$ cat src/rtl/multicycle_ctrl.sv
// multicycle_ctrl
// Multi-cycle control FSM for the 16-bit datapath. Sequences one instruction
// at a time through FETCH -> DECODE -> EXEC [-> MEM [-> WB]] and drives the
// datapath enables, mux selects and the unified-memory request.
//
// Ports:
//   clk, rst_n      clock (rising edge), asynchronous active-low reset
//   opcode[7:0]     {instr[15:12], instr[7:4]} from the decoder
//   itype[1:0]      00 rType, 01 iType, 10 pType, 11 jType
//   cond[3:0]       Jcond condition code (instr[11:8])
//   flags[4:0]      {C,L,F,Z,N} from the flag register
//   mem_ready       memory completes the current request this cycle
//   ir_en, pc_en    instruction register / PC load enables
//   pc_src[1:0]     00 PC+1, 01 register target
//   mem_req, mem_we memory request valid / write
//   addr_sel        0 PC, 1 register address
//   reg_we          regfile write
//   wb_sel[1:0]     00 ALU, 01 memory data, 10 PC+1
//   alu_b_sel       0 register B, 1 immediate
//   flags_we        latch ALU flags
//   state[2:0]      current FSM state (debug)
//   retired         completed-instruction counter
module multicycle_ctrl #(
  parameter int PC_W = 16
) (
  input  logic            clk,
  input  logic            rst_n,
  input  logic [7:0]      opcode,
  input  logic [1:0]      itype,
  input  logic [3:0]      cond,
  input  logic [4:0]      flags,
  input  logic            mem_ready,
  output logic            ir_en,
  output logic            pc_en,
  output logic [1:0]      pc_src,
  output logic            mem_req,
  output logic            mem_we,
  output logic            addr_sel,
  output logic            reg_we,
  output logic [1:0]      wb_sel,
  output logic            alu_b_sel,
  output logic            flags_we,
  output logic [2:0]      state,
  output logic [PC_W-1:0] retired
);

  localparam logic [2:0] S_FETCH  = 3'd0;
  localparam logic [2:0] S_DECODE = 3'd1;
  localparam logic [2:0] S_EXEC   = 3'd2;
  localparam logic [2:0] S_MEM    = 3'd3;
  localparam logic [2:0] S_WB     = 3'd4;

  localparam logic [1:0] T_R = 2'b00;
  localparam logic [1:0] T_I = 2'b01;
  localparam logic [1:0] T_P = 2'b10;
  localparam logic [1:0] T_J = 2'b11;

  localparam logic [7:0] OP_NOP   = 8'h00;
  localparam logic [7:0] OP_CMPU  = 8'h08;
  localparam logic [7:0] OP_CMP   = 8'h0B;
  localparam logic [7:0] OP_LOAD  = 8'h40;
  localparam logic [7:0] OP_STOR  = 8'h44;
  localparam logic [7:0] OP_JALR  = 8'h48;
  localparam logic [7:0] OP_JCOND = 8'h4C;

  logic [2:0]      state_reg, state_next;
  logic [PC_W-1:0] retired_reg;

  logic            ir_en_c, pc_en_c, mem_req_c, mem_we_c, addr_sel_c;
  logic            reg_we_c, alu_b_sel_c, flags_we_c;
  logic [1:0]      pc_src_c, wb_sel_c;
  logic            taken;
  logic            is_nop, is_cmp;

  wire flag_c = flags[4];
  wire flag_l = flags[3];
  wire flag_f = flags[2];
  wire flag_z = flags[1];
  wire flag_n = flags[0];

  always_comb begin
    taken = 1'b0;
    case (cond)
      4'h0: taken = flag_z;
      4'h1: taken = !flag_z;
      4'h2: taken = flag_c;
      4'h3: taken = !flag_c;
      4'h4: taken = flag_l;
      4'h5: taken = !flag_l;
      4'h6: taken = flag_n;
      4'h7: taken = !flag_n;
      4'h8: taken = flag_f;
      4'h9: taken = !flag_f;
      4'hA: taken = !flag_l && !flag_z;
      4'hB: taken = flag_l || flag_z;
      4'hC: taken = !flag_n && !flag_z;
      4'hD: taken = flag_n || flag_z;
      4'hE: taken = 1'b1;
      default: taken = 1'b0;
    endcase
  end

  // Compares (register and immediate forms) update flags only.
  assign is_nop = (opcode == OP_NOP);
  assign is_cmp = (opcode == OP_CMP) || (opcode == OP_CMPU) ||
                  (opcode[7:4] == 4'b1011) || (opcode[7:4] == 4'b1100);

  always_comb begin
    state_next  = state_reg;
    ir_en_c     = 1'b0;
    pc_en_c     = 1'b0;
    pc_src_c    = 2'b00;
    mem_req_c   = 1'b0;
    mem_we_c    = 1'b0;
    addr_sel_c  = 1'b0;
    reg_we_c    = 1'b0;
    wb_sel_c    = 2'b00;
    alu_b_sel_c = 1'b0;
    flags_we_c  = 1'b0;
    case (state_reg)
      S_FETCH: begin
        mem_req_c = 1'b1;
        if (mem_ready) begin
          ir_en_c    = 1'b1;
          state_next = S_DECODE;
        end
      end
      S_DECODE: state_next = S_EXEC;
      S_EXEC: begin
        state_next = S_FETCH;
        pc_en_c    = 1'b1;
        case (itype)
          T_R, T_I: begin
            alu_b_sel_c = (itype == T_I);
            flags_we_c  = !is_nop;
            reg_we_c    = !(is_nop || is_cmp);
          end
          T_P: begin
            // Only LOAD/STOR go to memory; anything else retires as a NOP.
            if (opcode == OP_LOAD || opcode == OP_STOR) begin
              pc_en_c    = 1'b0;
              state_next = S_MEM;
            end
          end
          T_J: begin
            if (opcode == OP_JALR) begin
              reg_we_c = 1'b1;
              wb_sel_c = 2'b10;
              pc_src_c = 2'b01;
            end else if (opcode == OP_JCOND) begin
              pc_src_c = taken ? 2'b01 : 2'b00;
            end
          end
          default: ;
        endcase
      end
      S_MEM: begin
        mem_req_c  = 1'b1;
        addr_sel_c = 1'b1;
        mem_we_c   = (opcode == OP_STOR);
        if (mem_ready) begin
          if (opcode == OP_STOR) begin
            pc_en_c    = 1'b1;
            state_next = S_FETCH;
          end else begin
            state_next = S_WB;
          end
        end
      end
      S_WB: begin
        reg_we_c   = 1'b1;
        wb_sel_c   = 2'b01;
        pc_en_c    = 1'b1;
        state_next = S_FETCH;
      end
      default: state_next = S_FETCH;
    endcase
  end

  always_ff @(posedge clk or negedge rst_n) begin
    if (!rst_n) begin
      state_reg   <= S_FETCH;
      retired_reg <= '0;
    end else begin
      state_reg <= state_next;
      if (pc_en_c)
        retired_reg <= retired_reg + {{(PC_W-1){1'b0}}, 1'b1};
    end
  end

  // Reset masks every strobe combinationally so a request in flight drops
  // immediately rather than at the next edge.
  assign ir_en     = rst_n & ir_en_c;
  assign pc_en     = rst_n & pc_en_c;
  assign pc_src    = rst_n ? pc_src_c : 2'b00;
  assign mem_req   = rst_n & mem_req_c;
  assign mem_we    = rst_n & mem_we_c;
  assign addr_sel  = rst_n & addr_sel_c;
  assign reg_we    = rst_n & reg_we_c;
  assign wb_sel    = rst_n ? wb_sel_c : 2'b00;
  assign alu_b_sel = rst_n & alu_b_sel_c;
  assign flags_we  = rst_n & flags_we_c;
  assign state     = state_reg;
  assign retired   = retired_reg;

endmodule

$ cat config.mk
export PLATFORM = sky130hd
export DESIGN_NAME = multicycle_ctrl
export DESIGN_NICKNAME = d
export VERILOG_FILES = /design/src/rtl/multicycle_ctrl.sv
export SDC_FILE = /design/constraint.sdc
export NUM_CORES = 1
export LEC_CHECK = 0
export ABC_AREA = 1
export CAP_MARGIN = 10
export CORE_MARGIN = 10
export CORE_UTILIZATION = 50
export DETAILED_ROUTE_END_ITERATION = 16
export PLACE_DENSITY_LB_ADDON = 0.12
export SLEW_MARGIN = 0
export SYNTH_ARGS = -nofsm -noshare
export SYNTH_HDL_FRONTEND = slang
export SYNTH_SLANG_ARGS = --single-unit
export TNS_END_PERCENT = 100
$ cat constraint.sdc
create_clock -name clk -period 3 [get_ports clk]
set_input_delay 0.3 -clock clk [delete_from_list [all_inputs] [get_ports clk]]
set_output_delay 0.3 -clock clk [all_outputs]
set_load 0.005 [all_outputs]
==> results summary, run 1 <==
The run finished with clean final reports. Grouping stages by cell kind, the critical path spends the most delay in buffers and inverters. The synthesized-area fraction occupied by adder cells is less than 1%.

The number of hold violations in the final report came to 0. The worst-case register-to-register setup slack is 1.26 ns. The total number of placement rows is 20. The via count of the first global-routing pass came out at 1,727. For this design, the slowest cell found on the critical path is sky130_fd_sc_hd__clkdlybuf4s50_1.

The register with the most flip-flops in the layout has 16 of them. The maximum number of pins on one net before global-route repair came out at 31. The synthesized area per cell came out at 6.52 µm². The number of CTS-inserted buffers is 3. The static leakage power is ~1.0 nW. The arrival time at the worst endpoint came out at 2.15 ns. The startpoint identified for the worst register-to-register timing path is retired[0]. The post-synthesis instance area came out at approximately 1700 µm². The clock period minus final worst setup slack is 2.45 ns. At the worst endpoint, the required time is between 2 and 3 ns. In the routed layout, each cell is associated on average with a via count of a little over 5.

Combinational cells account for between 40 and 50% of the total power. The final-stage net count came out at 334. The number of cell instances on the worst register-to-register path is 8. The path class of the tightest hold or removal check is input port to asynchronous set/reset pin. In this run, the number of DRC markers left after iteration 0 of detailed routing was 99. The fraction of layout cells with a size suffix above 1 came out at between 10% and 20%.

The H-tree level count is 1. The clock skew came out at roughly 0.0024 ns. The clock network fraction of total power came out at 13.9%.

The maximum net fanout on the critical path came out at 7. The total of endpoints with negative setup slack in the final report came out at 0. The largest incremental delay on the critical path is around 0.58 ns. The x dimension of the die came out at 77.9 µm.

The xor/xnor share of the synthesized area came out at between 5 and 6%. The simple-gate area share of the yosys netlist came out at a little over two fifths. The worst setup path is of the input port to output pin kind. Cells fill 71.7% of the core in the end. After synthesis, the largest family of logic cells by area is simple AND/OR/NAND/NOR gates. The final-layout setup total negative slack is 0 ns. The power density relative to cell area came out at between 400 and 500 nW/µm². The number of antenna diodes came out at 0. The tree is rooted in a sky130_fd_sc_hd__clkbuf_4.

TritonCTS built the clock tree. The remaining antenna violation count after routing came out at 0. The I/O pin total came out at 53. Wires add up to between 4000 and 5000 µm. The post-synthesis compound-gate area fraction came out at 9.48%. The flip-flop and latch count after synthesis came out at 19. The routed via count came out at 1,817.

The cell-internal power came out at 0.000574 W. Walking the worst path, the cells encountered are clkdlybuf4s50_1 -> inv_1 -> nor2_1 -> inv_1 -> o21ai_0 -> o21ai_0 -> nand3_1 -> nand2_1 -> nand2_1 -> clkdlybuf4s50_1. The first global-routing pass estimated around 7600 µm of wire. The largest voltage drop on the vdd net came out at around 0.25 mV. Input and output buffers added on the ports amount to just over 50.

The worst setup path is captured at an output pin. For this run, design rule violations remaining after detail routing come to 0. The clock insertion delay at the later pin of the skew report is between 0.3 and 0.4 ns. The switching part of the total power is around two fifths. Sequential cells were found to cover ~28% of the synthesized design area. The number of buffers inserted to repair setup after CTS is 0.

The clock net in this run drives a total of 19 sinks. The height of the die came out at approximately 78 µm. The post-cts resize count is 0.

Setup repair after global routing left no endpoint under its margin. The number of antenna violations at the first check in global routing came to 0. The number of pins exceeding their max-slew limit in the final report came to 0. The post-route fraction of the period consumed by the critical path came out at 81.8%.

The net switching component of the power came out at between 0.0004 and 0.0005 W. After technology mapping, the gate count stands at about 260. The kind of start point of the critical path is an input port. The mux cell area share after synthesis came out at 0%. Relative to the synthesized area, the layout overhead comes to 33.8%.

The worst register-to-register path ends at retired[14]. The overall die area came out at 6070 µm². The buffer levels on the longest clock path is 2.

The routability congestion estimate from global placement came out at 0.900. The max-capacitance violation count came out at 0. The total overflow reported by the global router came out at 0. In this run, flip-flops and latches consume 36.8% of the power. The number of distinct standard cells referenced by the synthesized netlist came out at 28. The average detailed-routed wire length per instance came out at 12.4 µm. The buffering stage count on the worst path with inverters included came out at 4. The maximum frequency from static timing analysis is around 400 MHz. During synthesis, Yosys emitted a total of 0 warnings.

For this run, the detailed router's first-pass iteration total came to 5. The number of nets in the synthesized netlist is 280. The hold buffer count at cts came out at 0. The detailed placer's ending HPWL came out at 3560 µm. Global routing consumed, over all layers together, approximately 15% of the routing resources. The core box area is approximately 3100 µm². The initial core utilization came out at roughly 54%.

After clock tree synthesis, the clock-pin slew on the worst setup and hold paths is between 0.1 and 0.15 ns.
==> power groups by stage <==
stage | Combinational (W) | Clock (W) | Sequential [W]
CTS | 0.000493 | 0.000140 | 0.000363
global route | 0.000538 | 0.000153 | 0.000372
floorplan | 0.000307 | 0 | 0.000360
finish | 0.000485 | 0.000136 | 0.000362
global placement | 0.000477 | 0 | 0.000367
detailed placement | 0.000490 | 0 | 0.000368
==> worst max path at each step <==
stage | to | slack, ns | from | cells past startpoint
finish | pc_src[0] | 0.55 | cond[0] | 10
global route | pc_src[0] | 0.36 | cond[0] | 10
CTS | pc_src[0] | 0.56 | cond[0] | 10
detailed placement | pc_src[0] | 0.56 | cond[0] | 10
global placement | pc_src[0] | 0.55 | cond[0] | 10
floorplan | pc_en | 1.49 | state[2] | 8
==> cell type report <==
| class | count | area (µm²) |
|---|---|---|
| sequential | 19 | 475 |
| clock buffer | 3 | 22.5 |
| clock inverter | 1 | 5.00 |
| tap | 44 | 55.1 |
| fill | 290 | 885 |
| multi-input combinational | 188 | 987 |
| inverter | 46 | 173 |
| timing repair buffer | 53 | 526 |
==> synthesized netlist by cell type <==
cell,n,area share [%]
sky130_fd_sc_hd__nor2_2,2,0.75
sky130_fd_sc_hd__xor2_1,8,4.2
sky130_fd_sc_hd__o21ai_0,4,1.2
sky130_fd_sc_hd__nor3_2,1,0.60
sky130_fd_sc_hd__o2111ai_1,1,0.52
sky130_fd_sc_hd__buf_6,3,2.0
sky130_fd_sc_hd__xor2_2,1,0.97
sky130_fd_sc_hd__o21ai_2,12,6.3
sky130_fd_sc_hd__nand2_4,1,0.67
sky130_fd_sc_hd__nand3_4,1,1.0
sky130_fd_sc_hd__o211ai_1,1,0.45
sky130_fd_sc_hd__nand3_1,26,7.8
sky130_fd_sc_hd__ha_1,1,0.75
sky130_fd_sc_hd__nand3_2,4,2.4
sky130_fd_sc_hd__and3_2,1,0.45
sky130_fd_sc_hd__nor2_4,1,0.67
sky130_fd_sc_hd__nor3_1,13,3.9
sky130_fd_sc_hd__a21boi_0,1,0.45
sky130_fd_sc_hd__conb_1,1,0.22
sky130_fd_sc_hd__a21oi_1,2,0.60
sky130_fd_sc_hd__inv_1,46,10
sky130_fd_sc_hd__nand2_1,72,16
sky130_fd_sc_hd__nor2_1,26,5.8
sky130_fd_sc_hd__nand4_1,5,1.9
sky130_fd_sc_hd__nand2_2,2,0.75
sky130_fd_sc_hd__buf_4,1,0.45
sky130_fd_sc_hd__dfrtp_1,19,28
sky130_fd_sc_hd__xnor2_1,1,0.52
==> stage by stage <==
step / total power, W / cells / hold WS [ns] / cell area (µm²) / setup WS, ns
floorplan: 0.000667 / 257 / 0.00441 / 1680 / 1.49
CTS: 0.000996 / 354 / 0.359 / 2240 / 0.558
detailed placement: 0.000858 / 350 / 0.511 / 2220 / 0.563
global placement: 0.000843 / 350 / 0.506 / 2220 / 0.549
finish: 0.000984 / 354 / 0.355 / 2240 / 0.547
global route: 0.00106 / 354 / 0.369 / 2240 / 0.364
==> logic make-up after synthesis <==
logic type,after synthesis
adder cells (fa/ha/maj),1
other,1
AND/OR/NAND/NOR,155
flip-flops,19
XOR/XNOR,10
AO/OA/AOI/OAI,21
buffers and inverters,50
==> routing by layer <==
metal	share of wire, %	vias up	GRT usage [%]
met3	8.0	2	5.65
met2	49	58	24.8
li1	-	914	-
met4	0.14	0	1.43
met5	0	-	0
met1	43	843	17.4
==> cell usage in the layout, fill, tap and decap left out, drive strengths merged, types with 2 or more instances in the layout <==
cell / n
a21oi: 2
buf: 2
clkbuf: 3
clkdlybuf4s50: 51
dfrtp: 19
inv: 46
nand2: 75
nand3: 31
nand4: 5
nor2: 29
nor3: 14
o21ai: 16
xor2: 9
(Power assumes the default switching activity.)
==> run 2: changes to the inputs <==
--- a/config.mk
+++ b/config.mk
@@ -8,7 +8,7 @@
 export ABC_AREA = 1
 export CAP_MARGIN = 10
 export CORE_MARGIN = 10
-export CORE_UTILIZATION = 50
+export CORE_UTILIZATION = 42
 export DETAILED_ROUTE_END_ITERATION = 16
 export PLACE_DENSITY_LB_ADDON = 0.12
 export SLEW_MARGIN = 0
==> constraint.sdc (replaced) <==
create_clock -name clk -period 2.11 [get_ports clk]
set_input_delay 0.211 -clock clk [delete_from_list [all_inputs] [get_ports clk]]
set_output_delay 0.211 -clock clk [all_outputs]
set_load 0.005 [all_outputs]
==> run 2 against run 1 <==
Non-clock buffer count grew 12. Clock power grew 82%. First-iteration DRC count shrank 11%. Combinational power is 45% higher. Worst setup slack worse by 0.48 ns. Core utilization is 8.1 points lower. Power increased by 49%. Register-to-register slack worse by 0.86 ns. Critical endpoint is now wb_sel[1]. Largest power group unchanged.
==> results summary, run 2 (synthesis gave the netlist of run 1 again) <==
The flow ran to the end, and the final reports show no timing, DRC or antenna violations. The arrival time at the worst endpoint is 1.83 ns (-0.32 ns). The maximum net fanout on the critical path was 3 (-4). The number of clock sinks is 19 (unchanged).

The final-stage net count is 346 (+3.6%). Broken down by cell family, the worst path's largest delay share belongs to buffers and inverters. The max-capacitance violation count was 0 (unchanged). The remaining antenna violation count after routing came to 0 (unchanged). The routed via count divided by cell count came out at 4.74 (-7.6%). The power density relative to cell area was 613 nW/µm² (+40%).

The detailed placer's ending HPWL came out at 3610 µm (+1.6%). The overall die area is 6920 µm² (+14%). The x dimension of the die came out at 83.2 µm (+6.8%). The number of detailed-route iterations in the first pass came to 4 (-1). The routability congestion estimate from global placement was 0.869 (-3.5%). The total overflow reported by the global router is 0 (unchanged). The core box area came out at 3770 µm² (+21%). Walking the worst path, the cells encountered are clkdlybuf4s50_1 -> nor2_2 -> nand3_2 -> nor3_4 -> nand3_2 -> inv_1 -> clkdlybuf4s50_1. The routed via count was 1,754 (-3.5%).

The I/O pin total is 53 (unchanged). The post-layout worst setup margin came out at 0.0669 ns (-0.480 ns). The number of cell instances on the worst register-to-register path came out at 9 (+1). The kind of start point of the critical path is an input port. The total track usage came to 12.4% (-2.1 points). The endpoint class of the critical path is an output pin. The buffer levels on the longest clock path came to 2 (unchanged). The largest incremental delay on the critical path is 0.49 ns (-0.09 ns).

The most frequent standard cell in the layout excluding fill and tap cells is sky130_fd_sc_hd__nand2_1. The number of antenna diodes is 0 (unchanged). The post-route fraction of the period consumed by the critical path came out at a little over nine tenths. The number of hold violations in the final report is 0 (unchanged).

The buffering stage count on the worst path with inverters included came out at 3 (-1). The clock period minus final worst setup slack is 2.04 ns. The DRC violation count after routing is 0 (unchanged).

The total of endpoints with negative setup slack in the final report came out at 0 (unchanged). The average detailed-routed wire length per instance is 11.8 µm (-4.7%). The slowest stage of the critical path belongs to the cell sky130_fd_sc_hd__clkdlybuf4s50_1. The worst-case setup slack after placement came out at -0.165 ns (-0.728 ns). The total placed instance area came out at 2280 µm² (+2.9%). The post-route cell area is 2400 µm² (+6.9%). The total number of placement rows is 22 (+10%). The global-route wire length before repair came to 7580 µm (-0.18%). The count of buffers inserted at the top-level ports came out at 51 (unchanged). Relative to the synthesized area, the layout overhead comes to 43.1%. The largest voltage drop on the vdd net is 0.595 mV (+130%). The final core utilization came out at 63.6% (-8.1 points). The register clock-pin slew on the reported worst setup and hold paths came to 0.07 ns (-0.05 ns).

Clock tree synthesis selected as its root buffer the cell sky130_fd_sc_hd__clkbuf_8. The required time of the critical path came to 1.90 ns (-0.80 ns). The number of CTS-inserted buffers is 3 (unchanged). The final-layout setup total negative slack is 0 ns (unchanged). The number of design-rule violations left by the first detailed-router iteration is 88 (-11%).

TritonCTS built the clock tree. The clock insertion delay at the later pin of the skew report is 0.25 ns (-0.06 ns). The via count of the first global-routing pass came out at 1,721 (-0.35%).

The clock skew came to 0.00356 ns (+0.00120 ns). The maximum frequency from static timing analysis is slightly below 500 MHz. The maximum number of pins on one net before global-route repair is 31 (unchanged). In this run the worst hold path is classified as input port to asynchronous set/reset pin.

The initial core utilization came out at 44.5% (-9.1 points). The flip-flop count of the largest register after layout came out at 16 (unchanged). The final wirelength is 4360 µm (-0.41%). The static leakage power is 1.21 nW (+16%). The number of logic stages on the critical path including buffering was 7 (-3). The H-tree level count came out at 1 (unchanged).

The path type of the worst setup path is input port to output pin. The fraction of layout cells with a size suffix above 1 came out at 15.5% (+5.2 points). The number of pins exceeding their max-slew limit in the final report is 0 (unchanged). The library cells used most frequently in the layout, excluding fill and tap cells, are sky130_fd_sc_hd__nand2_1, sky130_fd_sc_hd__inv_1, sky130_fd_sc_hd__clkdlybuf4s50_1, sky130_fd_sc_hd__nand3_1, sky130_fd_sc_hd__nor2_1. The worst hold slack across all endpoints came to 0.393 ns (+0.0383 ns). The number of antenna violations at the first check in global routing came out at 0 (unchanged). The height of the die is 83.2 µm (+6.8%).
-- run 2: cell count changes in the layout (fill, tap and decap cells not counted), moves of 3 or more --
cell and delta:
sky130_fd_sc_hd__clkdlybuf4s50_1 -9, sky130_fd_sc_hd__dlymetal6s2s_1 +5, sky130_fd_sc_hd__clkbuf_8 +3, sky130_fd_sc_hd__dlygate4sd2_1 +4, sky130_fd_sc_hd__nor2_1 -3, sky130_fd_sc_hd__clkbuf_4 -3, sky130_fd_sc_hd__buf_4 +12
-- run 2: power breakdown --
group	switching, W	total (W)	internal, W
combinational	0.000378	0.000705	0.000327
clock	0.000112	0.000247	0.000134
sequential	0.0000911	0.000519	0.000428
total	0.000581	0.00147	0.000889
-- run 2: area by class of cell --
cell class,count,area [µm²]
sequential,19,477
timing repair buffer,65,623
multi-input combinational,188,1020
clock buffer,4,45.0
tap,48,60.1
fill,348,1370
inverter,46,173
-- run 2: routing by layer --
metal	vias up	track usage, %	part of all wire (%)
met1	772	14.8	43
met2	41	20.9	48
met4	0	1.38	0.23
met3	2	5.08	8.5
met5	-	0	0
li1	939	-	-
-- run 2: worst paths after layout --
| check | start | end | slack (ns) |
|---|---|---|---|
| max | opcode[5] | wb_sel[1] | 0.07 |
| min | rst_n | retired[2] | 0.39 |
| max reg2reg | state[2] | retired[7] | 0.40 |
| min reg2reg | retired[7] | retired[7] | 0.55 |
| max in group asynchronous | rst_n | state[0] | 1.49 |
| min in group clk | retired[7] | retired[7] | 0.55 |
-- run 2: what timing repair did --
item                       4_1_cts  5_1_grt
setup endpoints to repair        5        5
gates resized for setup          8       10
hold buffers                     0        0
pin swaps                        3        5
setup buffers                    1        3
-- run 2: through the flow --
step / power (W) / std cells
6_report: 0.00147 / 370
5_1_grt: 0.00160 / 370
4_1_cts: 0.00148 / 367
3_5_place_dp: 0.00123 / 362
3_3_place_gp: 0.00122 / 362
2_1_floorplan: 0.000949 / 257
==> RTL change, RTL diff (settings of run 2) <==
Set the parameter `PC_W` to 32 (it was 16).
--- a/src/rtl/multicycle_ctrl.sv
+++ b/src/rtl/multicycle_ctrl.sv
@@ -22,5 +22,5 @@
 //   retired         completed-instruction counter
 module multicycle_ctrl #(
-  parameter int PC_W = 16
+  parameter int PC_W = 32
 ) (
   input  logic            clk,
Ports: changed (resized retired); port bits go from 53 to 69. The function was not compared with the original's and may differ.
==> RTL change against run 2 <==
Power rose by 57%. Maximum frequency is 0.80% higher. Sequential cell count up 16. Setup slack better by 0.016 ns. Sequential power increased by 59%. Synthesized area up 74%. Count of clock-buffer cells in the layout increased by 2. Design area up 63%. Highest routed layer unchanged. Routed wire length rose by 94%.
==> RTL change: results <==
export IMPL_fillCellCount=677
export IMPL_global_route_usage_met1_pct=19.96
export IMPL_fin_hold_ws_ns=0.03541
export IMPL_synthXorXnorAreaFrac_pct=4.506
export IMPL_fmaxAchievable_mhz=493.4
export IMPL_via_count_of_the_first_global_routing_pass=2947
export IMPL_synth_top_cells_by_count="sky130_fd_sc_hd__nand2_1 (162), sky130_fd_sc_hd__nor2_1 (69), sky130_fd_sc_hd__inv_1 (65), sky130_fd_sc_hd__nand3_1 (39), sky130_fd_sc_hd__dfrtp_1 (35)"
export IMPL_met2WireLength_um=4146
export IMPL_power_share_clock_pct=21.9
export IMPL_power_sequential_mw=0.824
export IMPL_buffer_ports_inserted=67
export IMPL_htree_num_levels=2
export IMPL_place_hpwl_um=6811
export IMPL_switching_share_pct=38.69
export IMPL_area_of_placed_instances_sq_um=3712
export IMPL_place_detailed_instances=612
export IMPL_postCtsHoldBufs=1
export IMPL_grt_met2_usage_pct=28.62
export IMPL_outcome="finished, final reports clean"
export IMPL_worst_clock_skew_ns=0.007291
export IMPL_worst_ir_drop_vdd_mv=0.4199
export IMPL_critical_path_max_stage_delay_ns=0.53
export IMPL_layout_drive_gt1_share_pct=15.15
export IMPL_p_per_area_nw_per_um2=589.2
export IMPL_largest_net_degree_at_the_start_of_global_routing=32
export IMPL_post_synth_fa_ha_maj_area_fraction_pct=0.4292
export IMPL_post_route_m1_wl_um=3644
export IMPL_drt_wirelength_per_cell_um=13.47
export IMPL_synth_compound_area_share_pct=10.64
export IMPL_replace_congestion=0.9322
export IMPL_grt_usage_pct=16.61
export IMPL_post_cts_setup_buffer_count=5
export IMPL_dr_first_iter_drc_count=190
export IMPL_criticalPathCategory="flip-flop to primary output"
export IMPL_synth_area_top_cells="sky130_fd_sc_hd__dfrtp_1 (30%), sky130_fd_sc_hd__nand2_1 (21%), sky130_fd_sc_hd__nor2_1 (8.9%)"
export IMPL_numCtsBuffers=5
export IMPL_route_vias_total=3068
export IMPL_critPathLaunch="state[0]"
export IMPL_wire_length_of_the_first_global_routing_pass_um=14010
export IMPL_clock_latency_ns=0.29
export IMPL_timing_critical_path_to="mem_req"
export IMPL_met3_usage_pct=4.585
export IMPL_synthesis_area_per_instance_sq_um=6.351
export IMPL_largest_register_ffs=32
export IMPL_static_leakage_nw=1.789
RTL change: changes by cell type after synthesis, moves of 3 or more:
| cell | change |
|---|---|
| sky130_fd_sc_hd__nand3_1 | +13 |
| sky130_fd_sc_hd__buf_6 | +3 |
| sky130_fd_sc_hd__o21ai_2 | +17 |
| sky130_fd_sc_hd__nor2_1 | +43 |
| sky130_fd_sc_hd__nand2_1 | +90 |
| sky130_fd_sc_hd__xor2_1 | +7 |
| sky130_fd_sc_hd__inv_1 | +19 |
| sky130_fd_sc_hd__dfrtp_1 | +16 |
| sky130_fd_sc_hd__nor3_1 | -10 |
RTL change: cell type report:
type / instances / area [sq um] / area share (%)
Clock buffer: 6 / 82.58 / 2.109
Inverter: 65 / 244.0 / 6.232
Timing Repair Buffer: 92 / 860.8 / 21.99
Tap cell: 80 / 100.1 / 2.557
Multi-Input combinational cell: 349 / 1745 / 44.58
Sequential cell: 35 / 877.1 / 22.40
Clock inverter: 1 / 5.005 / 0.1278
